===== src/rtl/video_timing_gen.sv =====
// Raster timing generator that streams RGB pixels from a show-ahead FIFO once it has filled.
// Optional macro VIDEO_UNDERFLOW_CNT_EN builds a saturating FIFO underflow counter.
module video_timing_gen #(
  parameter int unsigned HDISP  = 800,
  parameter int unsigned VDISP  = 480,
  parameter int unsigned HFP    = 40,
  parameter int unsigned HPULSE = 48,
  parameter int unsigned HBP    = 40,
  parameter int unsigned VFP    = 13,
  parameter int unsigned VPULSE = 3,
  parameter int unsigned VBP    = 29
) (
  input  logic        pixel_clk,
  input  logic        pixel_rst,
  input  logic [31:0] fifo_rdata,
  input  logic        fifo_rempty,
  input  logic        fifo_rfull,
  output logic        fifo_read,
  output logic        video_hs,
  output logic        video_vs,
  output logic        video_blank,
  output logic [23:0] video_rgb,
  output logic        frame_start,
  output logic [15:0] underflow_cnt
);

  localparam int unsigned HTOTAL = HFP + HPULSE + HBP + HDISP;
  localparam int unsigned VTOTAL = VFP + VPULSE + VBP + VDISP;
  localparam int unsigned HW     = $clog2(HTOTAL);
  localparam int unsigned VW     = $clog2(VTOTAL);

  typedef enum logic [1:0] {WAIT_FIFO, WAIT_FRAME, STREAM} state_t;

  logic [HW-1:0] hcnt;
  logic [VW-1:0] vcnt;
  logic          h_last;
  logic          v_last;
  logic          h_sync;
  logic          v_sync;
  logic          active;
  logic          fifo_ok;
  logic          pixel_ok;
  logic          unused_rdata;
  state_t        state;
  state_t        state_next;

  assign h_last   = (hcnt == HW'(HTOTAL - 1));
  assign v_last   = (vcnt == VW'(VTOTAL - 1));
  assign h_sync   = (hcnt >= HW'(HFP)) && (hcnt < HW'(HFP + HPULSE));
  assign v_sync   = (vcnt >= VW'(VFP)) && (vcnt < VW'(VFP + VPULSE));
  assign active   = (hcnt >= HW'(HTOTAL - HDISP)) && (vcnt >= VW'(VTOTAL - VDISP));
  // A FIFO reporting both full and empty is not trusted as full.
  assign fifo_ok  = fifo_rfull && !fifo_rempty;
  assign pixel_ok = fifo_read && !fifo_rempty;
  assign unused_rdata = ^fifo_rdata[31:24];

  // Pixel and line counters; vcnt advances only on the line wrap.
  always_ff @(posedge pixel_clk) begin
    if (pixel_rst) begin
      hcnt <= '0;
      vcnt <= '0;
    end else if (h_last) begin
      hcnt <= '0;
      vcnt <= v_last ? '0 : vcnt + VW'(1);
    end else begin
      hcnt <= hcnt + HW'(1);
    end
  end

  always_ff @(posedge pixel_clk) begin
    if (pixel_rst) begin
      state <= WAIT_FIFO;
    end else begin
      state <= state_next;
    end
  end

  // Streaming only ever starts at a frame origin; once running it never stops until reset.
  always_comb begin
    state_next = state;
    case (state)
      WAIT_FIFO:  if (fifo_ok) state_next = WAIT_FRAME;
      WAIT_FRAME: if (h_last && v_last) state_next = STREAM;
      STREAM:     state_next = STREAM;
      default:    state_next = WAIT_FIFO;
    endcase
  end

  always_comb begin
    fifo_read = 1'b0;
    if (state == STREAM && active) begin
      fifo_read = 1'b1;
    end
  end

  // Video outputs lag the counters by one cycle; an empty FIFO shows black.
  always_ff @(posedge pixel_clk) begin
    if (pixel_rst) begin
      video_hs    <= 1'b1;
      video_vs    <= 1'b1;
      video_blank <= 1'b0;
      video_rgb   <= '0;
      frame_start <= 1'b0;
    end else begin
      video_hs    <= ~h_sync;
      video_vs    <= ~v_sync;
      video_blank <= active;
      video_rgb   <= pixel_ok ? fifo_rdata[23:0] : 24'd0;
      frame_start <= (hcnt == '0) && (vcnt == '0);
    end
  end

`ifdef VIDEO_UNDERFLOW_CNT_EN
  logic [15:0] uf_q;

  always_ff @(posedge pixel_clk) begin
    if (pixel_rst) begin
      uf_q <= '0;
    end else if (fifo_read && fifo_rempty && (uf_q != 16'hFFFF)) begin
      uf_q <= uf_q + 16'd1;
    end
  end

  assign underflow_cnt = uf_q;
`else
  assign underflow_cnt = 16'd0;
`endif

endmodule

===== config.mk =====
export PLATFORM = sky130hd
export DESIGN_NAME = video_timing_gen
export DESIGN_NICKNAME = d
export VERILOG_FILES = /design/src/rtl/video_timing_gen.sv
export SDC_FILE = /design/constraint.sdc
export NUM_CORES = 1
export LEC_CHECK = 0
export CORE_MARGIN = 2
export CORE_UTILIZATION = 45
export CTS_CLUSTER_DIAMETER = 150
export DETAILED_ROUTE_END_ITERATION = 12
export HOLD_SLACK_MARGIN = 0.02
export PLACE_DENSITY_LB_ADDON = 0.1
export REMOVE_ABC_BUFFERS = 1
export SETUP_SLACK_MARGIN = 0.3
export SKIP_CTS_REPAIR_TIMING = 1
export SYNTH_ARGS = -nofsm -noshare
export SYNTH_HDL_FRONTEND = slang
export SYNTH_SLANG_ARGS = --single-unit

===== constraint.sdc =====
create_clock -name pixel_clk -period 2.8 [get_ports pixel_clk]
set_input_delay 0.56 -clock pixel_clk [delete_from_list [all_inputs] [get_ports pixel_clk]]
set_output_delay 0.56 -clock pixel_clk [all_outputs]
set_load 0.01 [all_outputs]

==> run_results.csv, run 1 <==
group,metric,value,unit
run_status,run_status,"finished, final reports clean",
cts,clk_latency,0.31,ns
critical_path,cpPeakStageDelay,0.37,ns
place,io_buffers,56,
drt,detail_route.vias_per_cell,4.95,
grt,grt_pass1_vias,1675,
final_layout,area_delta_synth_final,29.7,%
grt,antenna_found_initial,0,
place,gp_congestion,0.810,
floorplan,start_util,47.7,%
critical_path,crit_type,"reg2out",
drt,drt_iter0_drc,106,
pwr,peakVddDrop,0.305,mV
final_layout,insertedDiodeCount,0,
critical_path,r2r-start,"hcnt[0]$_SDFF_PP0_",
grt,grt_max_degree,28,
yosys,yosys-top-cells-area,"dfxtp_1, nor4b_1, buf_4",
critical_path,worstPathCellList,"inv_1 -> ha_1 -> nand2b_1 -> a31o_2 -> a211oi_2 -> nor3b_1 -> dlymetal6s2s_1",
final_layout,design_area,0.00298,mm^2
floorplan,die_w,75.4,um
pwr,power_density,487,mW/mm^2
critical_path,critPathLaunch,"vcnt[1]$_SDFFE_PP0N_",
cts,cts_root_buf,"clkbuf_8",
yosys,synth_ff_type,"dfxtp_1",
cts,ctsLongestPathBuffers,2,
sta,worst-slew-pin-transition,0.615,ns
cts,clock_sinks,50,
drt,wirelength,4.83,mm
yosys,synth_edf_count,0,
yosys,netlist_top_cells_count,"dfxtp_1, nand2_1, nor4b_1",
sta,rsz0062_at_grt,"no",
cts,clkTransAtPathRegs,0.08,ns
floorplan,die-area,0.00569,mm^2
place,placed_cell_area,0.00287,mm^2
sta,setup_viol,0,
drt,vias,1863,
floorplan,rows,25,
yosys,yosys.area.top_type_share,43.6,%
sta,finalHoldViolCount,0,
grt,track_usage,17.8,%
yosys,synth-async-reset-ratio,0,%
yosys,syn-cell-area,0.00230,mm^2
floorplan,die-height,75.4,um
grt,grt_pass1_wl,7.79,mm
place,post-place-cells,368,
place,hpwl,3.33,mm
sta,slew_viol_final,0,
sta,min_period,2.36,ns
critical_path,slowest_stage,"dfxtp_2",
yosys,synth_cells,254,
final_layout,finalNonFillerCells,376,
grt,grt-ovfl-total,0,
yosys,syn_avg_cell_area,9.04,um^2
yosys,yosys_warnings,0,
drt,dr.pass1.iters,4,
sta,totalNegativeSetupSlack,0,ns
worst_hold_path,hp-class,"reg2reg",
floorplan,ios,81,
critical_path,end_kind,"primary output",
sta,slew_headroom,58.7,%
yosys,yosysSeqAreaShare,43.6,%
final_layout,nFillCells,455,
drt,remaining_drc_errors,0,
critical_path,cp_max_fo,5,
cts,htree_levels,2,
flow_run,maxCapViolCount,0,
yosys,yosysTopAreaCell,"dfxtp_1",
final_layout,post-route-util,61.8,%
critical_path,arrival,1.80,ns
sta,finalCritPeriodShare,84.2,%
yosys,ys_ff_latch,50,
drt,wl_per_cell,12.9,um
floorplan,fp.coreArea,0.00482,mm^2
critical_path,start_kind,"flip-flop",
yosys,ys_types,39,
yosys,yosysMostFrequentCell,"dfxtp_1",
worst_hold_path,worstHoldStart,"hcnt[0]$_SDFF_PP0_",
sta,skew,0.0134,ns
cts,cts_buffers,5,
drt,postRouteAntennaNets,0,
pwr,p_leak,1.07,nW
final_layout,drive_gt1_share,8.41,%
critical_path,required,2.24,ns
sta,fmax,424,MHz
cts,cts_tree,"built",
final_layout,layout.nets,353,
## placed cells by master, fill, tap and decap left out, drive strengths merged, types with 4 or more instances in the layout
master | netlist | final
inv | 8 | 8
nand2 | 31 | 31
or3 | 5 | 5
clkdlybuf4s50 | 0 | 55
nor4 | 4 | 4
nor3 | 4 | 4
dfxtp | 50 | 50
xnor2 | 7 | 7
nor2 | 22 | 22
nand4 | 6 | 6
conb | 1 | 16
nand2b | 4 | 4
nand3 | 7 | 7
clkbuf | 12 | 5
nor4b | 25 | 25
o21ai | 6 | 6
ha | 9 | 9
buf | 18 | 6
a21oi | 7 | 7
xor2 | 5 | 5
## sequential cells by signal (all words and copies together), names as in the netlist
signal       count
video_vs         1
video_hs         1
vcnt            10
hcnt            10
video_rgb       24
frame_start      1
video_blank      1
state            2
## stage by stage
| stage | setup WS, ns | power (mW) | hold slack, ns |
|---|---|---|---|
| finish | 0.442 | 1.45 | 0.475 |
| global route | 0.301 | 1.52 | 0.533 |
| CTS | -0.00972 | 1.46 | 0.478 |
| detailed placement | 0.325 | 0.967 | 0.459 |
| floorplan | 0.139 | 0.889 | 0.430 |
| global placement | 0.366 | 0.965 | 0.446 |
## metal layers
| metal | vias to the layer above | part of all wire (%) | global-route usage (%) |
|---|---|---|---|
| met5 | - | 0 | 0 |
| met4 | 0 | 1.7 | 7.02 |
| met3 | 7 | 5.2 | 4.10 |
| met2 | 42 | 47 | 28.8 |
| met1 | 859 | 47 | 23.2 |
| li1 | 955 | - | - |
## worst paths after layout
kind	endpoint	slack [ns]	depth (start not counted)
worst min register to register	hcnt[0]$_SDFF_PP0_	0.47	1
worst max-delay path	fifo_read	0.44	7
worst max register to register	vcnt[9]$_SDFFE_PP0N_	0.64	5
worst min-delay path	hcnt[0]$_SDFF_PP0_	0.47	1
## final cells by class
class,instances,area (um^2),area share [%]
Clock inverter,3,40.0,1.34
Tap cell,67,83.8,2.82
Clock buffer,5,68.8,2.31
Inverter,8,30.0,1.01
Timing Repair Buffer,62,608,20.4
Sequential cell,50,1000,33.7
Multi-Input combinational cell,181,1140,38.4
## worst max-delay path: cells and delay by family (launching register included)
kind	cells	cell delay, ns
and+or+nand+nor	2	0.22
buffers and inverters	2	0.26
adders and majority gates	1	0.17
AOI/OAI and AO/OA	2	0.46
DFF	1	0.37
## power by group
group          switching (mW)  total [mW]  leakage [nW]  internal [mW]
logic                  0.0963       0.210         0.604          0.114
registers              0.0124       0.739         0.404          0.727
clock network           0.239       0.502        0.0579          0.263
total                   0.347        1.45          1.07           1.10
## logic make-up after synthesis
| logic type | count (synthesis) | synth area share, % |
|---|---|---|
| XOR/XNOR | 12 | 4.58 |
| multiplexers | 2 | 0.872 |
| AND/OR/NAND/NOR | 122 | 30.8 |
| flip-flops | 50 | 43.6 |
| buffers and inverters | 38 | 9.21 |
| other | 1 | 0.163 |
| AO/OA/AOI/OAI | 20 | 5.89 |
| adder cells (fa/ha/maj) | 9 | 4.90 |
Note: power is estimated with default switching activity, not from simulation.
==> run 2, diff against run 1 <==
CORE_UTILIZATION = 40   (was 45)
clock period = 2 ns   (was 2.8 ns; I/O delays follow)
==> run 2 against run 1 <==
The flow now finishes with violations (negative setup slack); combinational power grew 62%; critical path depth is the same; routed wire length grew 8.2%; setup slack lost 0.53 ns; via count grew 8.1%; first-iteration DRC count shrank 39%; worst hold slack gained 0.032 ns; critical path type unchanged.
==> run_results.csv, run 2 (synthesis results as in run 1) <==
group,metric,value,unit
cts,cts_tree,"built",
pwr,comb_power_share,17.3,%
grt,grt_max_degree,28,
final_layout,insertedDiodeCount,0,
cts,htree_levels,2,
pwr,power.internal,1.45,mW
cts,cts_buffers,5,
critical_path,cpPeakStageDelay,0.34,ns
place,gp_congestion,0.725,
critical_path,start_kind,"flip-flop",
pwr,seqPwrFrac,52.6,%
grt,track_usage,16.4,%
flow_run,maxCapViolCount,0,
final_layout,top_register,"video_rgb",
run_status,run_status,"finished, violations left",
pwr,power_density,596,mW/mm^2
floorplan,die-height,79.8,um
sta,final.setup.worst_slack,-0.0847,ns
grt,grt_pass1_vias,1888,
floorplan,die_w,79.8,um
sta,min_period,2.08,ns
pwr,clock_power_share,30.1,%
drt,dr.pass1.iters,4,
drt,remaining_drc_errors,0,
final_layout,layout_commonest_cell,"clkdlybuf4s50_1",
floorplan,rows,27,
worst_hold_path,worstHoldEndpoint,"state[1]$_SDFFE_PP0P_",
critical_path,cp_max_fo,2,
final_layout,area_delta_synth_final,43.9,%
final_layout,layout.nets,380,
sta,skew,0.00727,ns
critical_path,arrival,1.68,ns
final_layout,largestRegisters,"video_rgb x24, hcnt x10, vcnt x10",
floorplan,start_util,41.4,%
grt,grt_pass1_wl,8.28,mm
drt,wirelength,5.23,mm
place,hpwl,3.67,mm
critical_path,worstPathCellList,"inv_2 -> ha_2 -> nand2b_4 -> a31o_4 -> a211oi_4 -> nor3b_2 -> buf_2",
floorplan,fp.coreArea,0.00554,mm^2
critical_path,worst-r2r-cell-count,4,
floorplan,die-area,0.00636,mm^2
critical_path,r2r-start,"vcnt[6]$_SDFFE_PP0N_",
sta,finalCritPeriodShare,104,%
cts,ctsLongestPathBuffers,2,
sta,fmax,480,MHz
pwr,p_total,1.97,mW
grt,antenna_found_initial,0,
critical_path,reg2reg_slack,0.12,ns
drt,postRouteAntennaNets,0,
sta,setup_viol,1,
critical_path,end_kind,"primary output",
drt,detail_route.vias_per_cell,4.94,
worst_hold_path,worstHoldStart,"state[1]$_SDFFE_PP0P_",
cts,clock_sinks,50,
worst_hold_path,hp-class,"reg2reg",
run_status,violations,"negative setup slack",
cts,clk_latency,0.31,ns
final_layout,largest_reg_flops,24,
sta,finalHoldViolCount,0,
final_layout,post-route-util,59.6,%
final_layout,final_cell_mix,"clkdlybuf4s50_1, dfxtp_1, nand2_1",
pwr,peakVddDrop,0.419,mV
drt,drt_iter0_drc,65,
grt,grt-ovfl-total,0,
floorplan,ios,81,
place,place_ws,-0.217,ns
pwr,p_switching,517,uW
critical_path,slowest_stage,"dfxtp_2",
place,io_buffers,56,
final_layout,drive_gt1_share,21.4,%
sta,rsz0062_at_grt,"yes",
drt,vias,2014,
pwr,swShare,26.2,%
critical_path,required,1.60,ns
critical_path,crit_type,"reg2out",
drt,wl_per_cell,12.8,um
cts,cts_root_buf,"clkbuf_8",
worst_hold_path,whs_path_depth,2,
sta,slew_viol_final,0,
critical_path,r2r_end,"state[0]$_SDFFE_PP0P_",
pwr,p_leak,1.20,nW
cts,clkTransAtPathRegs,0.09,ns
-- run 2: changes by cell type in the layout (fill, tap and decap cells not counted), sizes merged --
cell	previous run	this run
bufinv	1	0
dlymetal6s2s	1	0
buf	6	34
clkinvlp	0	1
-- run 2: per-layer routing --
layer / part of all wire [%] / up-vias / global-route usage (%) / wire length, um
met5: 0 / - / 0 / 0
met4: 1.3 / 0 / 4.92 / 68
met3: 5.1 / 8 / 5.09 / 269
met2: 48 / 50 / 27.9 / 2520
met1: 45 / 949 / 20.0 / 2370
li1: - / 1007 / - / -
-- run 2: power groups by stage --
stage | clock network [mW] | logic [mW] | registers (mW)
floorplan | 0 | 0.189 | 1.06
global placement | 0 | 0.309 | 1.06
detailed placement | 0 | 0.318 | 1.06
CTS | 0.618 | 0.319 | 1.03
global route | 0.659 | 0.379 | 1.04
finish | 0.593 | 0.341 | 1.04
-- run 2: stage by stage --
step / setup TNS [ns] / area, um^2 / cells / hold WS, ns
floorplan: -6.56 / 2170 / 239 / 0.430
global placement: -0.186 / 3050 / 395 / 0.484
detailed placement: -0.217 / 3050 / 395 / 0.495
CTS: -0.566 / 3140 / 403 / 0.511
global route: -0.167 / 3300 / 408 / 0.548
finish: -0.0847 / 3300 / 408 / 0.507
-- run 2: critical path, delay by kind of cell, from the launching register on --
| family | cells | cell delay [ns] |
|---|---|---|
| AOI/OAI and AO/OA | 2 | 0.48 |
| adders and majority gates | 1 | 0.16 |
| buffers and inverters | 2 | 0.19 |
| DFF | 1 | 0.34 |
| and+or+nand+nor | 2 | 0.22 |
-- run 2: worst max path at each step --
stage                         startpoint        end  slack, ns  cells after the start
global placement    vcnt[1]$_SDFFE_PP0N_  fifo_read      -0.19                      7
floorplan           vcnt[1]$_SDFFE_PP0N_  fifo_read      -0.50                      6
global route        vcnt[1]$_SDFFE_PP0N_  fifo_read      -0.17                      7
finish              vcnt[1]$_SDFFE_PP0N_  fifo_read      -0.08                      7
detailed placement  vcnt[1]$_SDFFE_PP0N_  fifo_read      -0.22                      7
CTS                 vcnt[1]$_SDFFE_PP0N_  fifo_read      -0.57                      7
-- run 2: final cells by class --
type | count | area, um^2
fill | 513 | 2240
clock buffer | 5 | 68.8
clock inverter | 3 | 21.3
tap | 72 | 90.1
inverter | 8 | 30.0
timing repair buffer | 89 | 831
multi-input combinational | 181 | 1250
sequential | 50 | 1010
